===== config.mk =====
export PLATFORM = sky130hd
export DESIGN_NAME = alarm_controller
export DESIGN_NICKNAME = d
export VERILOG_FILES = /design/src/rtl/alarm_controller.sv
export SDC_FILE = /design/constraint.sdc
export NUM_CORES = 1
export LEC_CHECK = 0
export ABC_CLOCK_PERIOD_IN_PS = 3100
export CORE_ASPECT_RATIO = 2
export CORE_UTILIZATION = 30
export DETAILED_ROUTE_END_ITERATION = 8
export SYNTH_ARGS = -nofsm -noshare
export SYNTH_HDL_FRONTEND = slang
export SYNTH_SLANG_ARGS = --single-unit

===== constraint.sdc =====
create_clock -name clock -period 3.1 [get_ports clock]
set_input_delay 0.465 -clock clock [delete_from_list [all_inputs] [get_ports clock]]
set_output_delay 0.465 -clock clock [all_outputs]
set_load 0.01 [all_outputs]

===== src/rtl/alarm_controller.sv =====
// Keypad arm/disarm controller: code entry with lockout, entry/exit delays,
// siren timer and sticky per-source alarm latches feeding the sensor `flag`.
module alarm_controller #(
  parameter logic [15:0] CODE           = 16'h1234,
  parameter logic [15:0] EXIT_CYCLES    = 16'd100,
  parameter logic [15:0] ENTRY_CYCLES   = 16'd100,
  parameter logic [15:0] SIREN_CYCLES   = 16'd500,
  parameter int          MAX_TRIES      = 3,
  parameter logic [15:0] LOCKOUT_CYCLES = 16'd1000
) (
  input  logic       clock,
  input  logic       reset,
  input  logic       firealarm,
  input  logic       dooralarm,
  input  logic       windowalarm,
  input  logic [3:0] key,
  input  logic       key_valid,
  output logic       flag,
  output logic       armed,
  output logic       siren,
  output logic [2:0] alarm_latched,
  output logic       lockout,
  output logic       code_ok,
  output logic       code_bad,
  output logic [2:0] state
);

  typedef enum logic [2:0] {
    S_DISARMED = 3'd0,
    S_EXIT     = 3'd1,
    S_ARMED    = 3'd2,
    S_ENTRY    = 3'd3,
    S_ALARM    = 3'd4
  } state_t;

  localparam logic [2:0] LAST_TRY = 3'(MAX_TRIES - 1);

  state_t      st, st_nxt;
  logic [15:0] timer, timer_nxt;
  logic [2:0]  latch, latch_nxt;
  logic [15:0] code_buf;
  logic [2:0]  dig_cnt;
  logic [2:0]  fail_cnt;
  logic [15:0] lock_timer;
  logic        cmp_cyc, timer_done;

  assign cmp_cyc    = (dig_cnt == 3'd4);
  assign timer_done = (timer <= 16'd1);

  // Keypad: digit buffer, compare cycle, fail counter and lockout timer.
  always_ff @(posedge clock) begin
    if (reset) begin
      code_buf   <= '0;
      dig_cnt    <= '0;
      fail_cnt   <= '0;
      lockout    <= 1'b0;
      lock_timer <= '0;
    end else begin
      if (cmp_cyc)
        dig_cnt <= '0;
      else if (key_valid && !lockout) begin
        if (key <= 4'd9) begin
          code_buf <= {code_buf[11:0], key};
          dig_cnt  <= dig_cnt + 3'd1;
        end else if (key == 4'hC)
          dig_cnt <= '0;
      end

      if (lockout) begin
        if (lock_timer <= 16'd1) begin
          lockout  <= 1'b0;
          fail_cnt <= '0;
        end else
          lock_timer <= lock_timer - 16'd1;
      end else if (code_bad) begin
        fail_cnt <= fail_cnt + 3'd1;
        if (fail_cnt == LAST_TRY) begin
          lockout    <= 1'b1;
          lock_timer <= LOCKOUT_CYCLES;
        end
      end else if (code_ok)
        fail_cnt <= '0;
    end
  end

  always_ff @(posedge clock) begin
    if (reset) begin
      st    <= S_DISARMED;
      timer <= '0;
      latch <= '0;
    end else begin
      st    <= st_nxt;
      timer <= timer_nxt;
      latch <= latch_nxt;
    end
  end

  // Accept has priority over every sensor event in the same cycle.
  always_comb begin
    st_nxt    = st;
    timer_nxt = (timer != 16'd0) ? timer - 16'd1 : 16'd0;
    latch_nxt = latch | {firealarm, 2'b00};
    if (code_ok) begin
      latch_nxt = {firealarm, 2'b00};
      if (st == S_DISARMED) begin
        st_nxt    = S_EXIT;
        timer_nxt = EXIT_CYCLES;
      end else
        st_nxt = S_DISARMED;
    end else begin
      case (st)
        S_DISARMED: ;
        S_EXIT: if (timer_done) st_nxt = S_ARMED;
        S_ARMED: begin
          latch_nxt[1:0] = latch[1:0] | {windowalarm, dooralarm};
          if (windowalarm) begin
            st_nxt    = S_ALARM;
            timer_nxt = SIREN_CYCLES;
          end else if (dooralarm) begin
            st_nxt    = S_ENTRY;
            timer_nxt = ENTRY_CYCLES;
          end
        end
        S_ENTRY: begin
          latch_nxt[1] = latch[1] | windowalarm;
          if (windowalarm || timer_done) begin
            st_nxt    = S_ALARM;
            timer_nxt = SIREN_CYCLES;
          end
        end
        S_ALARM: begin
          latch_nxt[1:0] = latch[1:0] | {windowalarm, dooralarm};
          if (timer_done) st_nxt = S_ARMED;
        end
        default: st_nxt = S_DISARMED;
      endcase
    end
  end

  always_comb begin
    state         = st;
    flag          = (st == S_DISARMED) || (st == S_EXIT);
    armed         = (st != S_DISARMED);
    siren         = (st == S_ALARM) || latch[2];
    alarm_latched = latch;
    code_ok       = cmp_cyc && (code_buf == CODE);
    code_bad      = cmp_cyc && (code_buf != CODE);
  end

endmodule


# == Yosys cells after proc, flatten, opt, wreduce, memory -nomap -nowiden ==
# Index checks and enable logic that the tools add are counted.
# classes
add_sub_neg,4
order_cmp,3
n_eq_ne,15
muxes,31
n_bitwise,4
reduce_logical,23
# op_table
operator,count
$mux 16,10
$mux 3,11
$le 16x1->1 const B,2
$pmux 16 s2,1
$sub 16x1->16 const B,2
$eq 16x13->1 const B,1
$ne 16x13->1 const B,1
$reduce_bool 16->1,1
$pmux 3 s4,1
$eq 3x2->1 const B,3
$reduce_or 2->1,4
$mux 1,7
$add 3x1->3 const B,2
$eq 3x3->1 const B,2
$reduce_and 3->1,2
$reduce_bool 2->1,3
$reduce_bool 3->1,2
$eq 4x4->1 const B,1
$le 4x4->1 const B,1
$ne 2x2->1 const B,2
$ne 4x4->1 const B,1
$reduce_and 2->1,2
$reduce_and 4->1,1
$eq 3x1->1 const B,1
other kinds (12),16
# totals
reg_bits,61
out_inout_bits,12

# == Logic depth before layout (Yosys ltp) ==
# Gate-level depths: netlist (run 1).
# depth
ltp_word,6
mapped_depth,8
mapped_depth_nobuf,7

# == Worst setup path before layout (run 1) ==
# No wires, ideal clock.
# synth_path
kind,reg-to-reg
start,register lock_timer[2]
end,register lock_timer[12]
arrival_time_ns,2.283
required_time_ns,3.030
path_slack_ns,0.747
path_stages_with_launch,7
path_buffers,1
period_less_slack_ns,2.353
path_cell_list,dfxtp_1 or4_4 or4b_4 buf_6 a211oi_4 or4b_1 a21oi_1
# synth_between
elab_chain_cells,3
word_cells_on_any_way,6
cone_classes,add/sub (1); order compare (1); eq/ne (1); mux (2); reduce/logical (1)
# synth_rtl
item,line_no,text
from (decl),44,logic [15:0] lock_timer;
from (signal assigned),74,lock_timer <= lock_timer - 16'd1;
$le 16x1->1 or $sub 16x1->16 (tied branches),"70, 74",
$ne 2x2->1 (no source line) or $mux 16 (tied branches),n/a,
$reduce_and 3->1 (no source line) or $mux 16 (tied branches),n/a,
# Parallel ways exist; a longest one is shown, timed or not. The select of a mux whose other input is x is not followed.
# A chain may end at the register's enable or synchronous reset.

# == Worst setup path in the final report (run 1) ==
# layout_path
start,register code_buf[9]
end,output code_ok
# layout_between
elab_chain_cells,2
# layout_rtl
item,line_no,text
from (decl),41,logic [15:0] code_buf;
from (signal assigned),63,"code_buf <= {code_buf[11:0], key};"
$eq 16x13->1,146,code_ok = cmp_cyc && (code_buf == CODE);
$logic_and 1x1->1,146,
to (decl),23,"output logic code_ok,"
# No other way between the ends.

==> summary.txt, run 1 <==
Run status
  – Status: finished clean

Hold path
  – Hold Path End: alarm_latched[1]
  – Worst Hold Depth: 2
  – Worst Hold Launch: alarm_latched[1]
  – Worst min-delay path class: flip-flop to flip-flop

Critical path
  – Reg2reg setup slack: roughly 0.66 ns
  – Buf/Inv on CP: 2
  – Worst Path Arrival: 2.27 ns
  – FF-to-FF path depth: 5
  – Critical path required time: 2.63 ns
  – Crit Path Category: flip-flop to primary output
  – CP Launch Type: flip-flop
  – RR Startpoint: lock_timer[2]
  – Max Fanout on Critical Path: 6
  – Crit path capture type: primary output
  – CP max stage delay: roughly 0.55 ns
  – Crit path max-delay family: simple AND/OR/NAND/NOR gates
  – Slowest cell on crit path: clkdlybuf4s50_1
  – Crit path cell chain: nor4bb_1 -> and4_1 -> nand2_1 -> inv_1 -> clkdlybuf4s50_1
  – R2r endpoint: lock_timer[12]
  – Crit path from: code_buf[9]

Floorplanning
  – Core Region: between 9000 and 10,000 um^2
  – # rows: 51
  – Num ports: 22
  – Initial Util: 31.17%
  – Die area: 10,570 um^2
  – Die W: approximately 73 um
  – Die height: 144.4 um

Synth
  – Distinct cells, synth: 52
  – Synth Instances: 361
  – Post-Syn Area: around 3000 um^2
  – Post-synth EDFFs: 0
  – Ys async rst share: 0%
  – Synth Register Bits: between 60 and 70
  – Mapped Avg Cell Area: about 8.4 um^2
  – Sequential fraction of the synthesis area: between 40% and 50%
  – Syn_nets: 380
  – Synth Flop Type: dfxtp_1
  – YS warnings: 0

Layout
  – Final core utilization: approximately 37%
  – Layout cell share with drive strength beyond 1: 8.831%
  – Fill count: roughly 1,000
  – Nets: 400
  – Area grow syn2layout: 20.27%
  – # diodes: 0
  – Non-filler instance count after layout: 517

Clock tree
  – Clock-pin slew on the worst setup and hold paths: around 0.050 ns
  – Setup bufs post-CTS: 0
  – Root buffer cell: clkbuf_16
  – CTS buffer count: 9
  – CTS resizes: 0
  – Clock sink total: between 60 and 70
  – CTS H-tree depth: 3
  – Worst skew pair latency: 0.33 ns
  – Post-CTS Hold Buffers: 0
  – CTS tree: yes
  – Clk buf depth: 2

Power and ir drop
  – Peak VDD IR: 0.3332 mV
  – Fraction of power spent switching nets: just over 30%
  – Psw: between 700 and 800 uW
  – Power per Cell Area: 661.9 nW/um^2
  – Combinational Power Share: between 20% and 30%
  – Clock Power Share: between 30% and 40%
  – Design Power: approximately 2.4 mW
  – Internal power: ~1.7 mW
  – Flop pwr share: about two fifths
  – Leakage: ~1.3 nW

Global routing
  – GRT Residual Overflow: 0
  – Total track usage: approximately 15%
  – Pin count of the biggest net entering global routing: 37
  – Initial antenna violation count: 0
  – Vias in the first global route: 2,588
  – First-pass GRT wire length: about 12 mm

Detailed routing
  – DRT iter0 DRCs: between 100 and 150
  – Antenna Nets Post-Route: 0
  – Pre-Repair DR Iteration Count: 4
  – DRC errors left: 0
  – DRT Wirelength: roughly 7.2 mm
  – Vias/cell: approximately 5
  – Vias: about 2,600
  – WL/cell: 14.00 um

Timing
  – Final Cycle Share: between 80 and 90%
  – Final Slew Violations: 0
  – Worst-case hold slack: 0.4463 ns
  – Fmax: about 0.37 GHz
  – Fin. Hold Viols: 0
  – Worst-Margin Slew: 0.6043 ns
  – Final setup fails: 0
  – Final min period: approximately 2.7 ns
  – TNS Setup: 0 ns
  – Slew headroom: roughly three fifths
  – Skew final: 0.005014 ns
  – RSZ-0062 raised after global routing: no

Placed design
  – I/O Buffers: 21
  – Placed Cells: approximately 500
  – Final Wtd Congestion: about 0.81
  – DP HPWL: between 5 and 6 mm

Run
  – Max Cap Viol: 0
-- power by group through the flow --
stage	combinational, mW	sequential [mW]	clock [mW]
2_1_floorplan	0.448	0.939	0
3_3_place_gp	0.589	0.954	0
3_5_place_dp	0.592	0.959	0
4_1_cts	0.598	0.945	0.905
5_1_grt	0.660	0.954	0.940
6_report	0.596	0.946	0.880
-- kinds of logic after synthesis --
group / synth area share (%)
DFF: 40.13
and+or+nand+nor: 26.85
AOI/OAI and AO/OA: 16.94
muxes: 0.6579
buffers and inverters: 3.947
xor gates and xnor gates: 7.771
adders and majority gates: 3.701
-- metal layers --
layer	vias to the layer above	track usage (%)	share of wire, %
li1	1326	-	-
met1	1257	13.52	36
met2	54	29.14	58
met3	9	3.902	3.2
met4	0	7.430	2.3
met5	-	0	0
-- worst register-to-register path, delay by kind of cell, from the launching register on --
family             cells  cell delay (ns)
DFF                    1             0.34
and+or+nand+nor        3             1.61
AOI/OAI and AO/OA      2             0.41
-- cells in the mapped netlist (all sizes together), types with 6 or more instances --
library cell	count	area (um^2)
a21oi	38	190.2
clkbuf	19	71.32
dfxtp	61	1221
ha	9	112.6
inv	9	33.78
nand2	28	105.1
nand2b	7	43.79
nand3	22	110.1
nor2	29	108.9
nor3	23	115.1
nor4	10	68.81
o21ai	11	55.05
or3	6	40.03
xnor2	19	166.4
xor2	8	70.07
-- worst max path at each step --
stage / endpoint / slack (ns) / cells past startpoint
floorplan: lock_timer[12] / 0.75 / 6
global placement: state[2] / 0.70 / 6
CTS: code_ok / 0.36 / 5
finish: code_ok / 0.36 / 5
detailed placement: state[2] / 0.66 / 6
global route: code_ok / 0.22 / 5
-- cells in the final DEF, fill, tap and decap left out, types with 3 or more instances in the layout --
cell type,n
buf_4,9
clkbuf_16,9
o31ai_1,5
a211oi_1,4
clkdlybuf4s50_1,21
dfxtp_1,61
nand3_1,22
and2_1,4
nor2b_1,3
o21ai_0,11
clkbuf_1,3
nand2b_1,7
a31oi_1,3
xor2_1,8
ha_1,9
a21oi_1,38
nor3_1,23
or3_1,4
inv_1,9
nand2_1,28
nand3b_1,3
nor2_1,29
nor4_1,9
a2111oi_2,3
xnor2_1,19
-- cell type report --
type                       count  area, um^2  share of cell area (%)
clock buffer                  13       250.2                   6.838
clock inverter                 2       10.01                  0.2735
inverter                       9       33.78                  0.9231
multi-input combinational    270        1702                   46.50
sequential                    61        1221                   33.37
tap                          132       165.2                   4.513
timing repair buffer          30       277.8                   7.590
-- sequential cells by signal (all words and copies together) (netlist names) --
| register | count |
|---|---|
| alarm_latched | 3 |
| code_buf | 16 |
| dig_cnt | 3 |
| fail_cnt | 3 |
| lock_timer | 16 |
| lockout | 1 |
| state | 3 |
| timer | 16 |
-- through the flow --
stage | setup slack [ns] | instance area (um^2)
finish | 0.3631 | 3660
global route | 0.2246 | 3660
CTS | 0.3567 | 3660
detailed placement | 0.6551 | 3400
global placement | 0.7010 | 3400
floorplan | 0.7467 | 3043
Note: power is estimated with default switching activity, not from simulation.
==> inputs of run 2 (changes only) <==
Settings changed: DONT_BUFFER_PORTS from default to 1.
==> run 2 against run 1 <==
Net effect: non-clock buffer count down 25; fmax up 13%; first-iteration DRC count is 2.5% lower; critical endpoint is now lock_timer[12]; register-to-register slack about the same; critical path depth stayed put; clock-buffer cell count up 1; sequential share of layout area grew 2.1 points; largest power group unchanged.
==> summary.txt, run 2 (same netlist as run 1, synthesis figures left out) <==
Run status
  – Status: finished clean

Detailed routing
  – WL/cell: between 10 and 15 um
  – DRC errors left: 0
  – Vias: ~2,500
  – Vias/cell: between 5 and 6
  – DRT iter0 DRCs: 116
  – DRT Wirelength: between 6 and 7 mm
  – Pre-Repair DR Iteration Count: 4
  – Antenna Nets Post-Route: 0

Hold path
  – Worst min-delay path class: primary input to flip-flop

Layout
  – Area grow syn2layout: 12.99%
  – Non-filler instance count after layout: around 500
  – Biggest regs: code_buf (16), lock_timer (16), timer (16)
  – Fill count: 1,005
  – Most common cell after layout, fill and taps aside: dfxtp_1
  – # diodes: 0
  – Commonest non-fill, non-tap cells in the layout: dfxtp_1, a21oi_1, nor2_1, nand2_1, nor3_1
  – Layout cell share with drive strength beyond 1: under 10%
  – Nets: about 380

Timing
  – Fin. Hold Viols: 0
  – Final Cycle Share: between 70% and 80%
  – Slew headroom: between 50 and 60%
  – TNS Setup: 0 ns
  – RSZ-0062 raised after global routing: no
  – Skew final: between 0.005 and 0.006 ns
  – Fmax: roughly 0.4 GHz
  – Worst-Margin Slew: ~0.64 ns
  – Final Slew Violations: 0
  – Final min period: between 2 and 2.5 ns
  – Final setup fails: 0

Critical path
  – Max Fanout on Critical Path: 7
  – Critical path required time: 3.35 ns
  – CP max stage delay: approximately 0.57 ns
  – CP Launch Type: flip-flop
  – Crit path capture type: flip-flop
  – Slowest cell on crit path: or4_4
  – Crit path cell chain: or4_4 -> or4b_4 -> a211oi_4 -> or4b_1 -> a21oi_1
  – Crit Path Category: flip-flop to flip-flop
  – Worst Path Arrival: roughly 2.7 ns

Clock tree
  – CTS H-tree depth: 3
  – Post-CTS Hold Buffers: 0
  – CTS buffer count: 9
  – Setup bufs post-CTS: 0
  – Root buffer cell: clkbuf_16
  – CTS resizes: 0
  – Worst skew pair latency: ~0.32 ns
  – Clock-pin slew on the worst setup and hold paths: roughly 0.050 ns
  – Clk buf depth: 2
  – Clock sink total: slightly above 60
  – CTS tree: yes

Global routing
  – GRT busiest layer: met2
  – Total track usage: between 10% and 20%
  – Pin count of the biggest net entering global routing: 38
  – Initial antenna violation count: 0
  – First-pass GRT wire length: roughly 11 mm
  – Met3 Track Usage GR: 3.972%
  – GRT Residual Overflow: 0
  – Met2 Track Usage GR: between 20% and 30%
  – M1 GR Usage: roughly 14%
  – Vias in the first global route: 2,521

Power and ir drop
  – Peak VDD IR: 0.3152 mV
  – Power per Cell Area: about 700 nW/um^2
  – Design Power: around 2.4 mW
  – Leakage: ~1.2 nW

Floorplanning
  – Die area: 10,570 um^2
  – Die height: ~140 um
  – # rows: a little over 50
  – Initial Util: 31.17%
  – Num ports: 22
  – Die W: 73.22 um
  – Core Region: around 10000 um^2

Run
  – Max Cap Viol: 0

Placed design
  – DP HPWL: ~5.0 mm
  – I/O Buffers: 0
  – Placed Cells: between 400 and 500
  – Final Wtd Congestion: 0.7958
[run 2: area by class of cell]
type                            count  area (um^2)  share of cell area (%)
Sequential cell                    61         1221                   35.52
Tap cell                          132        165.2                   4.803
Timing Repair Buffer                5        37.54                   1.092
Inverter                            9        33.78                  0.9825
Clock buffer                       14        274.0                   7.969
Multi-Input combinational cell    270         1702                   49.49
Clock inverter                      1        5.005                  0.1456
[run 2: metal layers]
metal  vias to the layer above  wire (um)
met3                         9        214
met2                        40       3857
met4                         0        129
li1                       1281          -
met5                         -          0
met1                      1184       2553
[run 2: worst paths after layout]
path	from	end	slack, ns	depth (start not counted)
worst max-delay path	lock_timer[2]	lock_timer[12]	0.67	5
worst min-delay path	reset	alarm_latched[2]	0.21	1
worst max register to register	lock_timer[2]	lock_timer[12]	0.67	5
worst min register to register	code_buf[12]	code_buf[12]	0.44	2
[run 2: metrics by stage]
stage                     hold slack [ns]  instance area, um^2  setup WS (ns)  util [%]
after global placement             0.4356                 3159         0.7233     32.36
after floorplan                    0.4312                 3043         0.7467         -
after global routing               0.1947                 3438         0.5843     35.22
final                              0.2063                 3438         0.6703     35.22
after CTS                          0.1918                 3438         0.6622     35.22
after detailed placement           0.4394                 3159         0.6743     32.36
[run 2: power by group]
part,internal (mW),switching (mW)
Combinational,0.244,0.310
Sequential,0.868,0.0764
Clock,0.599,0.318
Total,1.71,0.705
[run 2: worst max-delay path: cells and delay by family, from the launching register on]
| kind | cells | cell delay, ns |
|---|---|---|
| AND/OR/NAND/NOR | 3 | 1.60 |
| AO/OA/AOI/OAI | 2 | 0.41 |
| flip-flops | 1 | 0.34 |
